--- src/rtl/div_ratio_meter.sv ---
// rtl/div_ratio_meter.sv - divided-clock period meter with lock and timeout detection
// Counts clk cycles between synchronized rising edges of div_in and tracks ratio stability.
module div_ratio_meter #(
   parameter int CNT_W    = 8,
   parameter int LOCK_CNT = 4,
   parameter int TIMEOUT  = 255
) (
   input  logic             clk,
   input  logic             reset,
   input  logic             clear,
   input  logic             div_in,
   output logic [CNT_W-1:0] period,
   output logic             period_valid,
   output logic             locked,
   output logic             timeout
);

   localparam int MW = $clog2(LOCK_CNT + 1);
   localparam logic [CNT_W-1:0] CNT_MAX  = '1;
   localparam logic [CNT_W-1:0] CNT_ONE  = CNT_W'(1);
   localparam logic [CNT_W-1:0] TO_VAL   = CNT_W'(TIMEOUT);
   localparam logic [MW-1:0]    M_ONE    = MW'(1);
   localparam logic [MW-1:0]    LOCK_VAL = MW'(LOCK_CNT);

   typedef enum logic [1:0] {SEARCH, MEASURE, LOCKED} state_t;

   state_t           state_q, state_d;
   logic             sync1_q, sync1_d, sync2_q, sync2_d, sync3_q, sync3_d;
   logic [CNT_W-1:0] cnt_q, cnt_d;
   logic [CNT_W-1:0] period_q, period_d;
   logic [MW-1:0]    match_q, match_d;
   logic             valid_q, valid_d;
   logic             locked_q, locked_d;
   logic             timeout_q, timeout_d;
   logic             edge_det;
   logic             tmo_hit;

   always_comb begin
      sync1_d   = div_in;
      sync2_d   = sync1_q;
      sync3_d   = sync2_q;
      edge_det  = sync2_q & ~sync3_q;
      tmo_hit   = (cnt_q == TO_VAL) && !edge_det;
      state_d   = state_q;
      period_d  = period_q;
      match_d   = match_q;
      locked_d  = locked_q;
      valid_d   = 1'b0;
      timeout_d = 1'b0;
      if (edge_det)
         cnt_d = CNT_ONE;
      else if (cnt_q == CNT_MAX)
         cnt_d = cnt_q;
      else
         cnt_d = cnt_q + CNT_ONE;

      if (clear) begin
         state_d  = SEARCH;
         cnt_d    = '0;
         period_d = '0;
         match_d  = '0;
         locked_d = 1'b0;
      end else if (edge_det) begin
         if (state_q == SEARCH) begin
            // the first edge only starts the measurement window
            state_d = MEASURE;
         end else begin
            period_d = cnt_q;
            valid_d  = 1'b1;
            if (cnt_q == period_q) begin
               if (match_q < LOCK_VAL)
                  match_d = match_q + M_ONE;
               if ((match_q + M_ONE) >= LOCK_VAL) begin
                  state_d  = LOCKED;
                  locked_d = 1'b1;
               end
            end else begin
               match_d  = M_ONE;
               state_d  = MEASURE;
               locked_d = 1'b0;
            end
         end
      end else if (tmo_hit) begin
         timeout_d = 1'b1;
         cnt_d     = CNT_ONE;
         state_d   = SEARCH;
         period_d  = '0;
         match_d   = '0;
         locked_d  = 1'b0;
      end
   end

   always_ff @(posedge clk or negedge reset) begin
      if (!reset) begin
         state_q   <= SEARCH;
         sync1_q   <= 1'b0;
         sync2_q   <= 1'b0;
         sync3_q   <= 1'b0;
         cnt_q     <= '0;
         period_q  <= '0;
         match_q   <= '0;
         valid_q   <= 1'b0;
         locked_q  <= 1'b0;
         timeout_q <= 1'b0;
      end else begin
         state_q   <= state_d;
         sync1_q   <= sync1_d;
         sync2_q   <= sync2_d;
         sync3_q   <= sync3_d;
         cnt_q     <= cnt_d;
         period_q  <= period_d;
         match_q   <= match_d;
         valid_q   <= valid_d;
         locked_q  <= locked_d;
         timeout_q <= timeout_d;
      end
   end

   assign period       = period_q;
   assign period_valid = valid_q;
   assign locked       = locked_q;
   assign timeout      = timeout_q;

endmodule
--- config.mk ---
export PLATFORM = sky130hd
export DESIGN_NAME = div_ratio_meter
export DESIGN_NICKNAME = d
export VERILOG_FILES = /design/src/rtl/div_ratio_meter.sv
export SDC_FILE = /design/constraint.sdc
export NUM_CORES = 1
export LEC_CHECK = 0
export CORE_ASPECT_RATIO = 0.9
export CORE_MARGIN = 2
export CORE_UTILIZATION = 61
export CTS_BUF_LIST = sky130_fd_sc_hd__clkbuf_8
export DETAILED_ROUTE_END_ITERATION = 10
export PLACE_DENSITY = 0.86
export SETUP_SLACK_MARGIN = 0.15
export SYNTH_ARGS = -nofsm -noshare
export SYNTH_HDL_FRONTEND = slang
export SYNTH_SLANG_ARGS = --single-unit
--- constraint.sdc ---
create_clock -name clk -period 2.7 [get_ports clk]
set_input_delay 0.27 -clock clk [delete_from_list [all_inputs] [get_ports clk]]
set_output_delay 0.27 -clock clk [all_outputs]
set_load 0.005 [all_outputs]
==> impl_metrics.yaml <==
yosys:
  ys_ff_latch: 27
  avgSynthCellArea_sq_um: 11.73
  yosysUniqueCellTypes: 31
  synth_cells: 107
  yosysSeqAreaShare_pct: 53.84
  yosysWarnings: 0
  synth_fp_nets: 113
  syn_area_sq_um: 1255
setup_path:
  rr_worst_depth: 6
  arrival_ps: 1950
  path_cells: "ha_1, and4_4, a211o_4, o21ai_4, o21ai_1, o41ai_2"
  r2r_start: "cnt_q[0]"
  crit-reg2reg-capture: "match_q[1]"
  critPathCaptureType: "register"
  critPathMaxStageDelay_ps: 440
  path_class: "register to register"
  critPathCapture: "match_q[1]"
  start_kind: "register"
  critPathSlowestCell: "dfrtp_1"
  crit_cells: 6
  critPathBufInv: 0
  critPathLaunch: "cnt_q[0]"
  crit_family: "compound AO/OA/AOI/OAI gates"
  r2r_slack_ps: 920
  required_ps: 2870
  cp_max_fo: 13
cts:
  holdBufCountCts: 0
  cts_resized: 0
  cts_buffers: 3
  cts_buffer_depth: 2
  insertion_delay_ps: 260
  clk_pin_slew_worst_paths_ps: 80
  clock_tree.root_cell: "clkbuf_8"
  cts_num_sinks: 27
  cts_tree: "done"
  htreeDepth: 1
  post_cts.repair.setup_buffers: 0
route:
  wl_um: 2270
  wl_per_cell_um: 15.23
  postRouteAntennaNets: 0
  drc: 0
  via_count: 836
  first_iter_violations: 17
  first_pass_iters: 4
  detail_route.vias_per_cell: 5.611
global_route:
  grt_util_all_layers_pct: 20.21
  grt_pass1_wl_um: 3470
  grt_start_max_net_pins: 28
  antenna_found_initial: 0
  gr-total-overflow: 0
  grt_pass1_vias: 746
power_and_ir_drop:
  p_int_uw: 539.7
  p_switching_uw: 160.8
  peakVddDrop_v: 0.0003978
  p_seq_share_pct: 60.0
  power.share.switching_pct: 22.95
  pwr-share-comb_pct: 9.6
  powerDensity_nw_per_um2: 481.0
  power.share.clock_pct: 30.4
  p_leak_uw: 0.0006311
timing:
  fin_crit_sh_pct: 65.99
  skew_ps: 2.972
  fmax_ghz: 0.5613
  setup_tns_ps: 0
  max_slew_margin_pct: 76.08
  setup_violations: 0
  hold_violations: 0
  rsz0062_at_grt: "false"
  final_max_slew_viol_count: 0
  period_needed_ps: 1782
  worstMarginPinSlew_ps: 357.7
cells_and_area:
  layout.nets: 131
  synthToLayoutAreaGrowth_pct: 16.05
  final_cells: 149
  layout_commonest_cell: "dfrtp_1"
  diodes: 0
  final_cell_mix: "dfrtp_1, clkdlybuf4s50_1, xnor2_1, nor2_1, a21oi_1"
  fillCellCount: 136
  drive_gt1_share_pct: 12.10
  seq_area_sq_um: 675.6
  multiInputGateArea_sq_um: 541.8
die:
  dieWidth_um: 51.81
  start_util_pct: 64.92
  rows: 15
  core_area_sq_um: 1933
  die_area_sq_um: 2437
  ioPinCount: 15
  die_h_um: 47.03
placed_design:
  finalWeightedCongestion: 0.8943
  post-dp-hpwl_um: 1704
  port_buffers: 14
  dp_cells: 145
outcome:
  outcome: "finished, final reports clean"
run:
  cap_violations: 0
worst_hold_path:
  hold_path.class: "input port to async pin"
## sequential cells by signal, indices dropped and copies added, names as in the netlist
| register | flops |
|---|---|
| locked | 1 |
| sync3_q | 1 |
| match_q | 3 |
| period_valid | 1 |
| cnt_q | 8 |
| timeout | 1 |
| sync1_q | 1 |
| period | 8 |
| state_q | 2 |
| sync2_q | 1 |
## worst reg2reg max path, stage by stage, from the launching register on
cell and delay [ps]:
dfrtp_1 440, ha_1 270, and4_4 220, a211o_4 400, o21ai_4 160, o21ai_1 140, o41ai_2 60
## final cells by class
class	count	share of cell area, %
multi-input combinational	74	37.20
inverter	4	1.031
tap	25	2.148
clock inverter	1	0.2577
sequential	27	46.39
clock buffer	3	2.835
timing repair buffer	15	10.14
## Yosys cell counts
cell type	instances	area [sq um]
a211o_4	1	17.52
a21oi_1	8	40.04
a22o_1	6	52.55
a22o_2	2	20.02
a2bb2oi_1	1	8.760
a31o_1	1	8.760
and2b_1	1	7.510
and3_1	2	12.51
and4_4	1	11.26
buf_6	2	22.52
dfrtp_1	27	675.7
ha_1	2	25.02
inv_1	4	15.01
nand2_1	7	26.28
nand3_1	3	15.01
nand4_1	1	6.260
nand4_2	1	12.51
nor2_1	8	30.03
nor2_2	1	6.260
nor2_4	1	11.26
nor2b_1	1	6.260
nor3_1	3	15.01
nor4_1	1	6.260
o21a_4	1	15.01
o21ai_0	2	10.01
o21ai_1	1	5.000
o21ai_2	1	8.760
o21ai_4	1	16.27
o41ai_2	1	16.27
xnor2_1	11	96.34
xor2_1	4	35.03
## power groups by stage
stage / Clock (uW) / Sequential, uW / Combinational, uW
after floorplan: 0 / 426 / 47.0
after global placement: 0 / 428 / 65.4
after detailed placement: 0 / 429 / 67.2
after CTS: 222 / 420 / 67.9
after global routing: 232 / 422 / 74.0
final: 213 / 420 / 67.0
## per-stage QoR
stage	power [uW]	utilization, %	hold slack [ps]	worst slack (ps)	cell area [sq um]
2_1_floorplan	473.5	-	-25.59	1087	1255
5_1_grt	727.9	75.34	385.2	818.9	1456
4_1_cts	709.8	75.34	368.7	915.5	1456
6_report	700.5	75.34	367.8	918.4	1456
3_5_place_dp	495.8	73.01	360.5	899.2	1411
3_3_place_gp	493.0	73.01	350.8	934.0	1411
## layer usage
metal	wire length, um	part of all wire [%]	global-route usage [%]
met5	0	0	0
met2	1038	46	33.59
met3	69	3.0	2.866
met1	1148	51	28.16
met4	14	0.62	6.316
## how the worst min path moves through the flow
stage	startpoint	end	slack, ps	depth (start not counted)
3_5_place_dp	sync1_q	sync2_q	360	0
3_3_place_gp	sync2_q	sync3_q	350	0
5_1_grt	sync1_q	sync2_q	390	0
6_report	reset	period[0]	370	2
2_1_floorplan	reset	cnt_q[0]	-30	0
4_1_cts	reset	period[7]	370	2
## cell families (layout without fill, tap and decap cells)
family / count (synthesis) / count (layout) / synth area share, %
compound gates: 26 / 26 / 17.45
simple gates: 31 / 31 / 13.26
flops: 27 / 27 / 53.84
buf+inv: 6 / 23 / 2.991
xor+xnor: 15 / 15 / 10.47
fa+ha+maj: 2 / 2 / 1.994
(Power assumes the default switching activity.)
